$ cat config.mk
export PLATFORM = sky130hd
export DESIGN_NAME = kbd_ascii_fifo
export DESIGN_NICKNAME = d
export VERILOG_FILES = /design/src/rtl/kbd_ascii_fifo.sv
export SDC_FILE = /design/constraint.sdc
export NUM_CORES = 1
export LEC_CHECK = 0
export ABC_AREA = 1
export BUFFER_PORTS_ARGS = -buffer_cell sky130_fd_sc_hd__buf_4
export CAP_MARGIN = 15
export CORE_AREA = 2 2 87 173
export DETAILED_ROUTE_END_ITERATION = 12
export DIE_AREA = 0 0 89 175
export PLACE_DENSITY = 0.74
export REMOVE_ABC_BUFFERS = 1
export SETUP_SLACK_MARGIN = 0.15
export SYNTH_ARGS = -nofsm -noshare
export SYNTH_HDL_FRONTEND = slang
export SYNTH_SLANG_ARGS = --single-unit
$ cat constraint.sdc
create_clock -name clk -period 2.99 [get_ports clk]
set_clock_uncertainty 0.2 [all_clocks]
set_input_delay 0.598 -clock clk [delete_from_list [all_inputs] [get_ports clk]]
set_output_delay 0.598 -clock clk [all_outputs]
set_load 0.03 [all_outputs]
$ cat src/rtl/kbd_ascii_fifo.sv
// kbd_ascii_fifo: PS/2 set-2 scan bytes -> ASCII, buffered in a first-word-fall-through FIFO.
// Build option KBD_CAPSLOCK_EN adds a caps-lock toggle on scan code 0x58.
module kbd_ascii_fifo #(
  parameter  int DEPTH = 16,
  localparam int AW    = $clog2(DEPTH)
) (
  input  logic          clk,
  input  logic          nrst,
  input  logic [7:0]    kb_byte,
  input  logic          kb_valid,
  output logic          kb_clr,
  input  logic          rd_en,
  output logic [7:0]    dout,
  output logic          empty,
  output logic          full,
  output logic [AW:0]   count,
  output logic          overflow,
  input  logic          ovf_clr,
  output logic          shift_o,
  output logic [1:0]    state_o
);
  // Handshake: kb_valid is a sticky flag; a byte is taken when kb_valid=1 and
  // kb_clr=0, kb_clr pulses for exactly the following cycle, and kb_valid is
  // ignored during that pulse. rd_en pops one char per high cycle when not empty.
  typedef enum logic [1:0] {S_IDLE, S_EXT, S_BRK, S_EXT_BRK} state_t;

  state_t          state_q, state_d;
  logic            kb_clr_q, byte_vld_q;
  logic [7:0]      byte_q;
  logic            lshift_q, lshift_d, rshift_q, rshift_d;
  logic            caps_w;
  logic [AW-1:0]   wr_ptr_q, wr_ptr_d, rd_ptr_q, rd_ptr_d;
  logic [AW:0]     count_q, count_d;
  logic            ovf_q, ovf_d;
  logic [7:0]      mem [DEPTH];

  logic            accept, push_req, wr_en, rd_do, is_let, up_sym, up_let;
  logic [7:0]      lo, hi, key_ch, push_ch;

`ifdef KBD_CAPSLOCK_EN
  logic caps_q, caps_d;
  assign caps_w = caps_q;
`else
  assign caps_w = 1'b0;
`endif

  assign accept  = kb_valid & ~kb_clr_q;
  assign up_sym  = lshift_q | rshift_q;
  assign up_let  = up_sym ^ caps_w;

  // lo = unshifted glyph (0 = unmapped key); hi = shifted glyph for non-letters
  always_comb begin
    lo = 8'h00;
    hi = 8'h00;
    case (byte_q)
      8'h1C: lo = "a";  8'h32: lo = "b";  8'h21: lo = "c";  8'h23: lo = "d";
      8'h24: lo = "e";  8'h2B: lo = "f";  8'h34: lo = "g";  8'h33: lo = "h";
      8'h43: lo = "i";  8'h3B: lo = "j";  8'h42: lo = "k";  8'h4B: lo = "l";
      8'h3A: lo = "m";  8'h31: lo = "n";  8'h44: lo = "o";  8'h4D: lo = "p";
      8'h15: lo = "q";  8'h2D: lo = "r";  8'h1B: lo = "s";  8'h2C: lo = "t";
      8'h3C: lo = "u";  8'h2A: lo = "v";  8'h1D: lo = "w";  8'h22: lo = "x";
      8'h35: lo = "y";  8'h1A: lo = "z";
      8'h45: {lo, hi} = {"0", ")"};  8'h16: {lo, hi} = {"1", "!"};
      8'h1E: {lo, hi} = {"2", "@"};  8'h26: {lo, hi} = {"3", "#"};
      8'h25: {lo, hi} = {"4", "$"};  8'h2E: {lo, hi} = {"5", "%"};
      8'h36: {lo, hi} = {"6", "^"};  8'h3D: {lo, hi} = {"7", "&"};
      8'h3E: {lo, hi} = {"8", "*"};  8'h46: {lo, hi} = {"9", "("};
      8'h4E: {lo, hi} = {"-", "_"};  8'h55: {lo, hi} = {"=", "+"};
      8'h54: {lo, hi} = {"[", "{"};  8'h5B: {lo, hi} = {"]", "}"};
      8'h4C: {lo, hi} = {";", ":"};  8'h52: {lo, hi} = {"'", "\""};
      8'h41: {lo, hi} = {",", "<"};  8'h49: {lo, hi} = {".", ">"};
      8'h4A: {lo, hi} = {"/", "?"};  8'h0E: {lo, hi} = {8'h60, "~"};
      8'h5D: {lo, hi} = {"\\", "|"};
      8'h29: {lo, hi} = {8'h20, 8'h20};  8'h5A: {lo, hi} = {8'h0D, 8'h0D};
      8'h66: {lo, hi} = {8'h08, 8'h08};  8'h76: {lo, hi} = {8'h1B, 8'h1B};
      8'h0D: {lo, hi} = {8'h09, 8'h09};
      default: begin
        lo = 8'h00;
        hi = 8'h00;
      end
    endcase
    is_let = (lo >= "a") && (lo <= "z");
    key_ch = is_let ? (up_let ? (lo - 8'h20) : lo) : (up_sym ? hi : lo);
  end

  always_comb begin
    state_d  = state_q;
    lshift_d = lshift_q;
    rshift_d = rshift_q;
`ifdef KBD_CAPSLOCK_EN
    caps_d   = caps_q;
`endif
    push_req = 1'b0;
    push_ch  = key_ch;
    if (byte_vld_q) begin
      case (state_q)
        S_IDLE: begin
          if (byte_q == 8'hE0)      state_d = S_EXT;
          else if (byte_q == 8'hF0) state_d = S_BRK;
          else begin
            if (byte_q == 8'h12) lshift_d = 1'b1;
            if (byte_q == 8'h59) rshift_d = 1'b1;
`ifdef KBD_CAPSLOCK_EN
            if (byte_q == 8'h58) caps_d = ~caps_q;
`endif
            push_req = (lo != 8'h00);
          end
        end
        S_EXT: begin
          if (byte_q == 8'hF0)      state_d = S_EXT_BRK;
          else if (byte_q != 8'hE0) begin
            state_d  = S_IDLE;
            push_req = (byte_q == 8'h5A);
            push_ch  = 8'h0D;
          end
        end
        S_BRK: begin
          if (byte_q == 8'h12) lshift_d = 1'b0;
          if (byte_q == 8'h59) rshift_d = 1'b0;
          state_d = S_IDLE;
        end
        default: state_d = S_IDLE;
      endcase
    end
  end

  // A write into a full FIFO still lands when a pop happens in the same cycle
  always_comb begin
    wr_en    = push_req & (~full | rd_en);
    rd_do    = rd_en & ~empty;
    wr_ptr_d = wr_en ? wr_ptr_q + AW'(1) : wr_ptr_q;
    rd_ptr_d = rd_do ? rd_ptr_q + AW'(1) : rd_ptr_q;
    count_d  = count_q + (AW+1)'(wr_en) - (AW+1)'(rd_do);
    if (push_req & full & ~rd_en) ovf_d = 1'b1;
    else if (ovf_clr)             ovf_d = 1'b0;
    else                          ovf_d = ovf_q;
  end

  always_ff @(posedge clk or negedge nrst) begin
    if (!nrst) begin
      state_q    <= S_IDLE;
      kb_clr_q   <= 1'b0;
      byte_vld_q <= 1'b0;
      byte_q     <= 8'h00;
      lshift_q   <= 1'b0;
      rshift_q   <= 1'b0;
`ifdef KBD_CAPSLOCK_EN
      caps_q     <= 1'b0;
`endif
      wr_ptr_q   <= '0;
      rd_ptr_q   <= '0;
      count_q    <= '0;
      ovf_q      <= 1'b0;
    end else begin
      state_q    <= state_d;
      kb_clr_q   <= accept;
      byte_vld_q <= accept;
      if (accept) byte_q <= kb_byte;
      lshift_q   <= lshift_d;
      rshift_q   <= rshift_d;
`ifdef KBD_CAPSLOCK_EN
      caps_q     <= caps_d;
`endif
      wr_ptr_q   <= wr_ptr_d;
      rd_ptr_q   <= rd_ptr_d;
      count_q    <= count_d;
      ovf_q      <= ovf_d;
    end
  end

  always_ff @(posedge clk) begin
    if (wr_en) mem[wr_ptr_q] <= push_ch;
  end

  assign kb_clr   = kb_clr_q;
  assign count    = count_q;
  assign empty    = (count_q == '0);
  assign full     = (count_q == (AW+1)'(DEPTH));
  assign dout     = empty ? 8'h00 : mem[rd_ptr_q];
  assign overflow = ovf_q;
  assign shift_o  = up_sym ^ caps_w;
  assign state_o  = state_q;
endmodule
==> impl_metrics.tcl <==
set metrics [dict create \
    status "finished, violations left" \
    violations "negative setup slack" \
    setup_viol_count_final 74 \
    hpwl_um 17700 \
    syn_area_mm2 0.00775 \
    crit_top_cell "nor2_4" \
    drtAntennaViolNets 0 \
    finalWeightedCongestion 1.10 \
    tightest_slew_ns 0.540 \
    synth_cell_type_count 35 \
    grt_pass1_wl_um 39500 \
    cts.clk_slew.worst_paths_ns 0.06 \
    syn_inst 841 \
    synth_top_cell_area_share 0.496 \
    die_area_mm2 0.0156 \
    routedWlPerCell_um 21.5 \
    maxCapViolCount 0 \
    drtPass1Iterations 6 \
    ff2ff_path_depth 21 \
    grt_usage 0.356 \
    r2r-end "count[4]" \
    r2r_slack_ns -0.29 \
    slew_viol_final 0 \
    path_delay_family "simple AND/OR/NAND/NOR gates" \
    antenna_found_initial 0 \
    clock_path_buffers 2 \
    cp-end-kind "register" \
    synth.avg_cell_area_um2 9.22 \
    die_h_um 175 \
    tns_ns -8.43 \
    rows 62 \
    synth_fa_ha_area_frac 0.0220 \
    power.switching_uw 3500 \
    arrival_ns 3.43 \
    pwr-share-seq 0.302 \
    internal_power_uw 5600 \
    rr_startpoint "byte_q[0]" \
    max-slew-margin-rel 0.640 \
    port_buffers 32 \
    final_cell_mix "182 x buf_4, 139 x nor2_1, 128 x edfxtp_1" \
    pwr-share-clk 0.259 \
    fin_cells 1258 \
    synth_mux_area_frac 0.00258 \
    critPathBufInv 4 \
    dr_total_vias 7372 \
    viasPerCell 5.86 \
    ir_drop_mv 0.457 \
    antenna_cells 0 \
    yosysTopAreaCell "edfxtp_1" \
    p_total_uw 9100 \
    cp_cell_sequence "inv_4 -> buf_6 -> nor2_4 -> buf_4 -> nand2_1 -> nor2_2 -> nor2_4 -> nand2_2 -> nor2_4 -> nand3_2 -> nand2_1 -> nand2_2 -> nand3_4 -> ha_4 -> inv_2 -> ha_4 -> fa_2 -> a21oi_2 -> nor2_1 -> nor2_1 -> xor2_1" \
    final_nets 1079 \
    max_freq_mhz 305 \
    pre_cts_slack_ns -0.652 \
    cp_max_fo 4 \
    worst-setup-path-type "reg -> reg" \
    p_leak_uw 0.00484 \
    cp-start-kind "register" \
    grt-ovfl-total 0 \
    numCtsBuffers 17 \
    fin_crit_ns 3.28 \
    fin_util 0.773 \
    final_common_cell "buf_4" \
    synthToLayoutAreaGrowth_pct 42.3 \
    ys_seq_elements 155 \
    timing.final.ws_setup_ns -0.288 \
    synth_top_family_by_area "simple AND/OR/NAND/NOR gates" \
    crit_slowest_cell "dfrtp_2" \
    synth_simple_gate_area_share 0.229 \
    hold_violations 0 \
    initial_utilization 0.543 \
    synthTopCellsByArea "edfxtp_1 50%, dfrtp_1 8.7%, nor2_1 8.7%, nand2_1 7.8%, o21ai_0 6.1%" \
    power_switching_share 0.384 \
    num_io_pins 33 \
    grt_pass1_vias 7517 \
    tritoncts "yes" \
    dp.cells 1188 \
    hold_depth 2 \
    htreeDepth 4 \
    die_w_um 89 \
    routed_wl_um 27000 \
    grt_start_max_net_pins 35 \
    worstHoldStart "ovf_clr" \
    fin_crit_sh 1.10 \
    cp.required_ns 3.14 \
    cts_root_buf "clkbuf_16" \
    synth_xor_area_frac 0.0102 \
    min_path_type "in -> reg" \
    clkLatencyLatePin_ns 0.42 \
    hold-path-endpoint "overflow" \
    first_iter_violations 527 \
    critPathMaxStageDelay_ns 0.44 \
    drc 0 \
    ys_seq_area_frac 0.583 \
    layout-drive-gt1-share 0.382 \
    power-per-cell-area_mw_per_mm2 825 \
    cts_num_sinks 155 \
    rsz0062_at_grt "yes" \
    synth_compound_area_frac 0.113 \
    yosys_warnings 0 \
    combPwrFrac 0.439 \
    core_mm2 0.0143 \
]
## what timing repair did
| action | 4_1_cts | 5_1_grt |
|---|---|---|
| hold buffers | 1 | 0 |
| endpoints found under the hold margin | 27 | 0 |
| buffers inserted | 25 | 9 |
| gates resized for setup | 140 | 84 |
| gates cloned | 1 | 2 |
| pin swaps | 42 | 40 |
| setup endpoints to repair | 253 | 268 |
## how the worst max path moves through the flow
stage / startpoint / endpoint / slack [ns] / cells after the start
floorplan: rd_ptr_q[0] / dout[0] / -0.71 / 7
detailed placement: byte_q[7] / count[4] / -0.65 / 20
finish: byte_q[0] / count[4] / -0.29 / 21
global route: byte_q[0] / count[4] / -0.42 / 21
CTS: byte_q[4] / count[4] / -0.25 / 21
global placement: byte_q[7] / count[4] / -0.60 / 20
## registers in the layout (all words and copies together), names as in the netlist
signal,cells
rshift_q,1
wr_ptr_q,4
lshift_q,1
count,5
byte_q,8
rd_ptr_q,4
state_o,2
overflow,1
byte_vld_q,1
mem,128
## worst reg2reg max path, delay by kind of cell (launching register included)
family / cells / cell delay, ns
compound gates: 1 / 0.13
xor+xnor: 1 / 0.16
fa+ha+maj: 3 / 0.82
buf+inv: 4 / 0.40
flops: 1 / 0.44
simple gates: 12 / 1.07
## cell usage after synthesis
| cell | count |
|---|---|
| o2111ai_1 | 1 |
| xor2_1 | 8 |
| and2_1 | 2 |
| o22ai_1 | 11 |
| clkbuf_1 | 25 |
| nor2_1 | 180 |
| or2_2 | 2 |
| nor2_2 | 10 |
| o221ai_1 | 22 |
| nand3_1 | 39 |
| inv_2 | 7 |
| nand4_1 | 15 |
| a21oi_1 | 20 |
| mux2i_1 | 2 |
| buf_2 | 1 |
| nand2_1 | 162 |
| nor2b_1 | 1 |
| nand3b_1 | 1 |
| nand2_2 | 5 |
| buf_1 | 1 |
| o21ai_0 | 94 |
| nor2_4 | 3 |
| fa_1 | 1 |
| nand3_2 | 1 |
| inv_1 | 47 |
| xnor2_1 | 1 |
| edfxtp_1 | 128 |
| dfrtp_1 | 27 |
| clkinv_1 | 2 |
| nor3_1 | 3 |
| a21o_1 | 1 |
| ha_1 | 12 |
| o21ai_1 | 2 |
| o31ai_1 | 2 |
| nor4_1 | 2 |
## logic make-up after synthesis
kind of cell,Yosys count
DFF,155
muxes,2
adders and majority gates,13
xor gates and xnor gates,9
buffers and inverters,83
AOI/OAI and AO/OA,153
and+or+nand+nor,426
## layer usage
| layer | up-vias | part of all wire | GRT usage |
|---|---|---|---|
| li1 | 3332 | - | - |
| met1 | 3440 | 0.28 | 0.298 |
| met2 | 410 | 0.55 | 0.639 |
| met3 | 190 | 0.058 | 0.0954 |
| met4 | 0 | 0.11 | 0.307 |
| met5 | - | 0 | 0 |
## cell type report
class	count	area [µm²]
Sequential cell	155	4530
Multi-Input combinational cell	603	3540
Fill cell	977	3240
Timing Repair Buffer	220	1850
Clock buffer	24	482
Tap cell	192	240
Inverter	56	225
Clock inverter	8	165
## power groups by stage
stage | sequential (µW) | clock, µW | combinational (µW)
final | 2750 | 2360 | 3990
after global routing | 2760 | 2440 | 4260
after CTS | 2730 | 2360 | 3640
after detailed placement | 2760 | 0 | 3350
after global placement | 2760 | 0 | 3290
after floorplan | 2930 | 0 | 1750
## per-stage QoR
stage               hold WS, ns  area (µm²)
floorplan                 0.102        7650
global placement          0.269        9320
detailed placement        0.286        9320
CTS                       0.154       10600
global route              0.150       11000
finish                    0.161       11000
Note: power is estimated with default switching activity, not from simulation.
